<file path="config.mk">
export PLATFORM = sky130hd
export DESIGN_NAME = id_ex_stage
export DESIGN_NICKNAME = d
export VERILOG_FILES = /design/src/rtl/id_ex_stage.sv
export SDC_FILE = /design/constraint.sdc
export NUM_CORES = 1
export LEC_CHECK = 0
export BUFFER_PORTS_ARGS = -buffer_cell sky130_fd_sc_hd__buf_2
export CORE_AREA = 2 2 162 164
export CTS_CLUSTER_SIZE = 20
export DETAILED_ROUTE_END_ITERATION = 7
export DIE_AREA = 0 0 164 166
export HOLD_SLACK_MARGIN = 0.1
export PLACE_DENSITY = 0.48
export SYNTH_ARGS = -nofsm -noshare
export SYNTH_HDL_FRONTEND = slang
export SYNTH_SLANG_ARGS = --single-unit
</file>
<file path="constraint.sdc">
create_clock -name clk -period 2.36 [get_ports clk]
set_input_delay 0.472 -clock clk [delete_from_list [all_inputs] [get_ports clk]]
set_output_delay 0.472 -clock clk [all_outputs]
set_load 0.03 [all_outputs]
</file>
<file path="src/rtl/id_ex_stage.sv">
// id_ex_stage: ID/EX pipeline register for the 5-stage MIPS core.
// Captures the decoded ID fields and detects load-use hazards. On a hazard it
// stalls IF/ID and inserts a bubble into EX. It also honours a downstream
// freeze (ex_hold) and a branch/jump flush, and it keeps a saturating count of
// inserted load-use bubbles for the debug unit.
module id_ex_stage #(
  parameter int CTRL_W      = 10,
  parameter int MEMREAD_BIT = 2,
  parameter int CNT_W       = 16
) (
  input  logic              clk,
  input  logic              rst_n,
  input  logic              id_valid,
  input  logic [CTRL_W-1:0] id_ctrl,
  input  logic [31:0]       id_pc_plus4,
  input  logic [31:0]       id_rs_data,
  input  logic [31:0]       id_rt_data,
  input  logic [31:0]       id_imm_ext,
  input  logic [4:0]        id_rs,
  input  logic [4:0]        id_rt,
  input  logic [4:0]        id_rd,
  input  logic              id_uses_rt,
  input  logic              ex_hold,
  input  logic              flush,
  output logic              hazard_stall,
  output logic              ex_valid,
  output logic [CTRL_W-1:0] ex_ctrl,
  output logic [31:0]       ex_pc_plus4,
  output logic [31:0]       ex_rs_data,
  output logic [31:0]       ex_rt_data,
  output logic [31:0]       ex_imm,
  output logic [4:0]        ex_rs,
  output logic [4:0]        ex_rt,
  output logic [4:0]        ex_rd,
  output logic [CNT_W-1:0]  bubble_cnt
);

  // Update action applied to the EX register on the next clock edge.
  typedef enum logic [1:0] {
    UPD_LOAD  = 2'd0,
    UPD_HOLD  = 2'd1,
    UPD_FLUSH = 2'd2,
    UPD_STALL = 2'd3
  } upd_e;

  upd_e              upd;
  logic              ex_is_load;
  logic              rs_dep;
  logic              rt_dep;
  logic              load_use;
  logic              cnt_full;

  logic              nxt_valid;
  logic [CTRL_W-1:0] nxt_ctrl;
  logic [31:0]       nxt_pc_plus4;
  logic [31:0]       nxt_rs_data;
  logic [31:0]       nxt_rt_data;
  logic [31:0]       nxt_imm;
  logic [4:0]        nxt_rs;
  logic [4:0]        nxt_rt;
  logic [4:0]        nxt_rd;
  logic [CNT_W-1:0]  nxt_cnt;

  // Load-use hazard: a valid load in EX whose destination (ex_rt, never $zero)
  // is a source of the valid instruction now in ID.
  always_comb begin
    ex_is_load = ex_valid & ex_ctrl[MEMREAD_BIT];
    rs_dep     = (ex_rt == id_rs);
    rt_dep     = id_uses_rt & (ex_rt == id_rt);
    load_use   = ex_is_load & id_valid & (ex_rt != 5'd0) & (rs_dep | rt_dep);
  end

  // Pick the update action: freeze beats flush, flush beats load-use bubble.
  always_comb begin
    upd = UPD_LOAD;
    if (ex_hold) begin
      upd = UPD_HOLD;
    end else if (flush) begin
      upd = UPD_FLUSH;
    end else if (load_use) begin
      upd = UPD_STALL;
    end
  end

  // The stall is exactly the case where a load-use bubble is being inserted.
  assign hazard_stall = (upd == UPD_STALL);

  assign cnt_full = &bubble_cnt;

  // Next-state values for the EX register: keep, zero to a bubble, or capture ID.
  always_comb begin
    nxt_valid    = ex_valid;
    nxt_ctrl     = ex_ctrl;
    nxt_pc_plus4 = ex_pc_plus4;
    nxt_rs_data  = ex_rs_data;
    nxt_rt_data  = ex_rt_data;
    nxt_imm      = ex_imm;
    nxt_rs       = ex_rs;
    nxt_rt       = ex_rt;
    nxt_rd       = ex_rd;
    unique case (upd)
      UPD_HOLD: begin
        nxt_valid = ex_valid;
      end
      UPD_FLUSH, UPD_STALL: begin
        nxt_valid    = 1'b0;
        nxt_ctrl     = '0;
        nxt_pc_plus4 = '0;
        nxt_rs_data  = '0;
        nxt_rt_data  = '0;
        nxt_imm      = '0;
        nxt_rs       = '0;
        nxt_rt       = '0;
        nxt_rd       = '0;
      end
      default: begin
        nxt_valid    = id_valid;
        nxt_ctrl     = id_ctrl;
        nxt_pc_plus4 = id_pc_plus4;
        nxt_rs_data  = id_rs_data;
        nxt_rt_data  = id_rt_data;
        nxt_imm      = id_imm_ext;
        nxt_rs       = id_rs;
        nxt_rt       = id_rt;
        nxt_rd       = id_rd;
      end
    endcase
  end

  // Next bubble count: only load-use bubbles count, and the count sticks at all-ones.
  always_comb begin
    nxt_cnt = bubble_cnt;
    if ((upd == UPD_STALL) && !cnt_full) begin
      nxt_cnt = bubble_cnt + 1'b1;
    end
  end

  // Valid bit and control bundle; reset leaves EX holding a harmless bubble.
  always_ff @(posedge clk or negedge rst_n) begin
    if (!rst_n) begin
      ex_valid <= 1'b0;
      ex_ctrl  <= '0;
    end else begin
      ex_valid <= nxt_valid;
      ex_ctrl  <= nxt_ctrl;
    end
  end

  // Data fields and register specifiers.
  always_ff @(posedge clk or negedge rst_n) begin
    if (!rst_n) begin
      ex_pc_plus4 <= '0;
      ex_rs_data  <= '0;
      ex_rt_data  <= '0;
      ex_imm      <= '0;
      ex_rs       <= '0;
      ex_rt       <= '0;
      ex_rd       <= '0;
    end else begin
      ex_pc_plus4 <= nxt_pc_plus4;
      ex_rs_data  <= nxt_rs_data;
      ex_rt_data  <= nxt_rt_data;
      ex_imm      <= nxt_imm;
      ex_rs       <= nxt_rs;
      ex_rt       <= nxt_rt;
      ex_rd       <= nxt_rd;
    end
  end

  // Debug counter of inserted load-use bubbles.
  always_ff @(posedge clk or negedge rst_n) begin
    if (!rst_n) begin
      bubble_cnt <= '0;
    end else begin
      bubble_cnt <= nxt_cnt;
    end
  end

endmodule

</file>
==> impl_metrics.yaml <==
logic_synthesis:
  ys_types: 25
  synth.cell_area_sq_mm: 0.00630
  synthAdderAreaFrac_pct: 0.198
  synthSimpleGateAreaFrac_pct: 3.81
  synth-compound-area-share_pct: 22.2
  synth_top_family_by_area: "compound AO/OA/AOI/OAI gates"
  synth_xor_area_share_pct: 3.47
  synthCells: 435
  synth_nets: 595
  ys_seq_area_share_pct: 67.5
  ys_ff_latch: 170
  avgSynthCellArea_sq_um: 14.5
  synthMuxAreaShare_pct: 0.179
  ys_warn_count: 0
clock_network:
  clkTransAtPathRegs_ns: 0.08
  cts_tree: "yes"
  clock_path_buffers: 2
  clock-sinks: 170
  htreeDepth: 4
  numCtsBuffers: 17
  insertion_delay_ns: 0.42
  cts_root_buf: "clkbuf_16"
critical_path:
  cp_max_fo: 2
  start_kind: "flip-flop"
  slowest_delay_ns: 0.52
  crit_start: "ex_rt[3]"
  cp_data_arrival_time_ns: 1.83
  end_kind: "output pin"
  reg2reg_from: "ex_rt[3]"
  cp.required_ns: 1.89
  slowest_stage: "or4_4"
  path_cells: "or4_4 > o21a_4 > nand2_4 > nor2_4 > buf_6"
  crit_type: "flip-flop to output pin"
sta:
  setup_viol: 0
  period_share_pct: 97.6
  skew_ns: 0.0118
  fmax_mhz: 434
  min_period_ns: 2.30
  slew_headroom_pct: 39.6
  fin_ws_ns: 0.0562
  rsz0062_at_grt: "yes"
  slew_viol_final: 0
  hold_viol: 0
  worst_slew_pin_slew_ns: 0.906
floorplan:
  coreArea_sq_mm: 0.0256
  die_x_um: 164
  ios: 330
  die_area_sq_mm: 0.0272
  initial_core_util_pct: 24.6
  fp.dieH_um: 166
  placement_rows: 59
layout:
  nFillCells: 2551
  drive_gt1_share_pct: 50.7
  area_growth_pct: 45.0
  nNetsFinal: 931
  multi_input_area_sq_mm: 0.00194
  seq_area_sq_mm: 0.00426
  postLayoutCoreUtil_pct: 35.7
routing:
  routed_wl_um: 19200
  antenna_left: 0
  routed_via_density: 4.40
  drt_iter0_drc: 214
  vias: 4923
  firstDrtPassIters: 4
  avgRoutedWirePerCell_um: 17.1
  post-route-drc-count: 0
grt:
  grt_pass1_wl_um: 29000
  grt_pass1_vias: 5028
  grt.total_usage_pct: 13.8
  antenna_found_initial: 1
  grt-ovfl-total: 0
  grt_max_degree: 155
placed_design:
  pre_cts_slack_ns: 0.218
  routabilityCongestion: 0.764
  hpwl_um: 13200
  io_buffers: 329
power:
  leakagePower_uw: 0.00488
  power.density_mw_per_mm2: 790
  peakVddDrop_uv: 411
outcome:
  status: "finished, final reports clean"
hold_path:
  min_from: "id_rt_data[25]"
  holdCritPathClass: "primary input to flip-flop"
run:
  drv_cap: 0
-- cell families (layout without fill, tap and decap cells) --
| logic type | Yosys count | count (layout) |
|---|---|---|
| flip-flops | 170 | 170 |
| XOR/XNOR | 25 | 25 |
| AND/OR/NAND/NOR | 44 | 44 |
| other | 0 | 1 |
| buffers and inverters | 35 | 383 |
| multiplexers | 1 | 1 |
| AO/OA/AOI/OAI | 159 | 159 |
| adder cells (fa/ha/maj) | 1 | 1 |
-- power breakdown --
part | switching [uW] | leakage (uW) | internal [uW]
clock network | 1310 | 0.000272 | 1430
logic | 792 | 0.00238 | 460
registers | 114 | 0.00223 | 3120
total | 2210 | 0.00488 | 5000
-- through the flow --
step	hold WS [ns]	area, sq um	TNS (ns)	cells	total power, uW
floorplan	0.176	6310	0	435	3990
global placement	0.433	8420	0	1080	4520
detailed placement	0.430	8420	0	1080	4520
CTS	0.228	9080	0	1116	7350
global route	0.230	9140	-0.0330	1118	7570
finish	0.259	9140	0	1119	7220
-- worst paths after layout --
kind                                   end  slack (ns)  cells past startpoint
min in group asynchronous       ex_imm[20]        0.55                      2
max in group asynchronous    bubble_cnt[6]        1.12                      3
max                           hazard_stall        0.06                      5
max reg2reg                ex_pc_plus4[16]        0.17                      7
min                         ex_rt_data[25]        0.26                      2
min reg2reg                 ex_rs_data[12]        0.50                      1
-- worst max-delay path, delay by kind of cell, from the launching register on --
family                 cells  cell delay [ns]
AO/OA/AOI/OAI              1             0.24
buffers and inverters      1             0.13
flip-flops                 1             0.41
AND/OR/NAND/NOR            3             0.62
-- cell usage in the layout (no fill, tap or decap), types with 2 or more instances in the layout --
cell / synthesis / layout
buf_4: 7 / 14
buf_6: 0 / 3
dfrtp_1: 170 / 167
nand4_1: 10 / 10
a22o_1: 154 / 154
buf_12: 0 / 8
nor2_1: 5 / 4
clkinvlp_4: 0 / 3
clkbuf_16: 0 / 17
dfrtp_2: 0 / 3
nand4b_1: 2 / 2
nand3_1: 7 / 7
nand2_1: 8 / 7
inv_8: 0 / 4
xnor2_1: 25 / 21
buf_2: 9 / 326
inv_6: 0 / 2
and3_1: 6 / 6
xnor2_2: 0 / 4
clkinv_4: 0 / 2
clkinv_8: 0 / 2
-- cell usage after synthesis --
cell / number / area (sq um)
nor4_1: 1 / 6.26
o21a_1: 1 / 7.51
xnor2_1: 25 / 219
mux2_2: 1 / 11.3
and3_1: 6 / 37.5
or2_2: 1 / 6.26
buf_4: 7 / 52.6
nand3b_1: 1 / 7.51
nor2_1: 5 / 18.8
and2_1: 1 / 6.26
buf_2: 9 / 45.0
o21ai_0: 1 / 5.00
dfrtp_1: 170 / 4250
nor3_1: 1 / 5.00
nand3_1: 7 / 35.0
nand2_1: 8 / 30.0
clkbuf_1: 19 / 71.3
o22ai_2: 1 / 12.5
nand4b_1: 2 / 17.5
ha_1: 1 / 12.5
a21oi_4: 1 / 16.3
a22o_1: 154 / 1350
or4_1: 1 / 7.51
nand4_1: 10 / 62.6
a211oi_1: 1 / 7.51
-- layer usage --
layer / wire, um / global-route usage (%) / vias to the layer above / share of wire (%)
li1: - / - / 2336 / -
met1: 8400 / 18.0 / 2358 / 44
met2: 9010 / 21.9 / 216 / 47
met3: 1540 / 4.35 / 13 / 8.0
met4: 231 / 4.08 / 0 / 1.2
met5: 0 / 0 / - / 0
-- timing repair --
action | CTS | global route
resized for setup | 11 | 6
pin swaps | 2 | 7
setup buffers | 4 | 2
cloned | 0 | 0
hold buffers | 1 | 0
setup endpoints to repair | 1 | 1
hold endpoints to repair | 38 | 0
-- cell type report --
class	instances	area share, %
Antenna cell	1	0.0274
Clock buffer	18	4.81
Clock inverter	13	1.48
Multi-Input combinational cell	230	21.3
Sequential cell	170	46.6
Tap cell	335	4.59
Timing Repair Buffer	352	21.2
-- sequential cells by signal, summed over array words and instances (netlist names) --
register     count
ex_imm          32
ex_pc_plus4     32
ex_rs_data      32
ex_rt_data      32
bubble_cnt      16
ex_ctrl         10
ex_rd            5
ex_rs            5
ex_rt            5
ex_valid         1
Note: power is estimated with default switching activity, not from simulation.
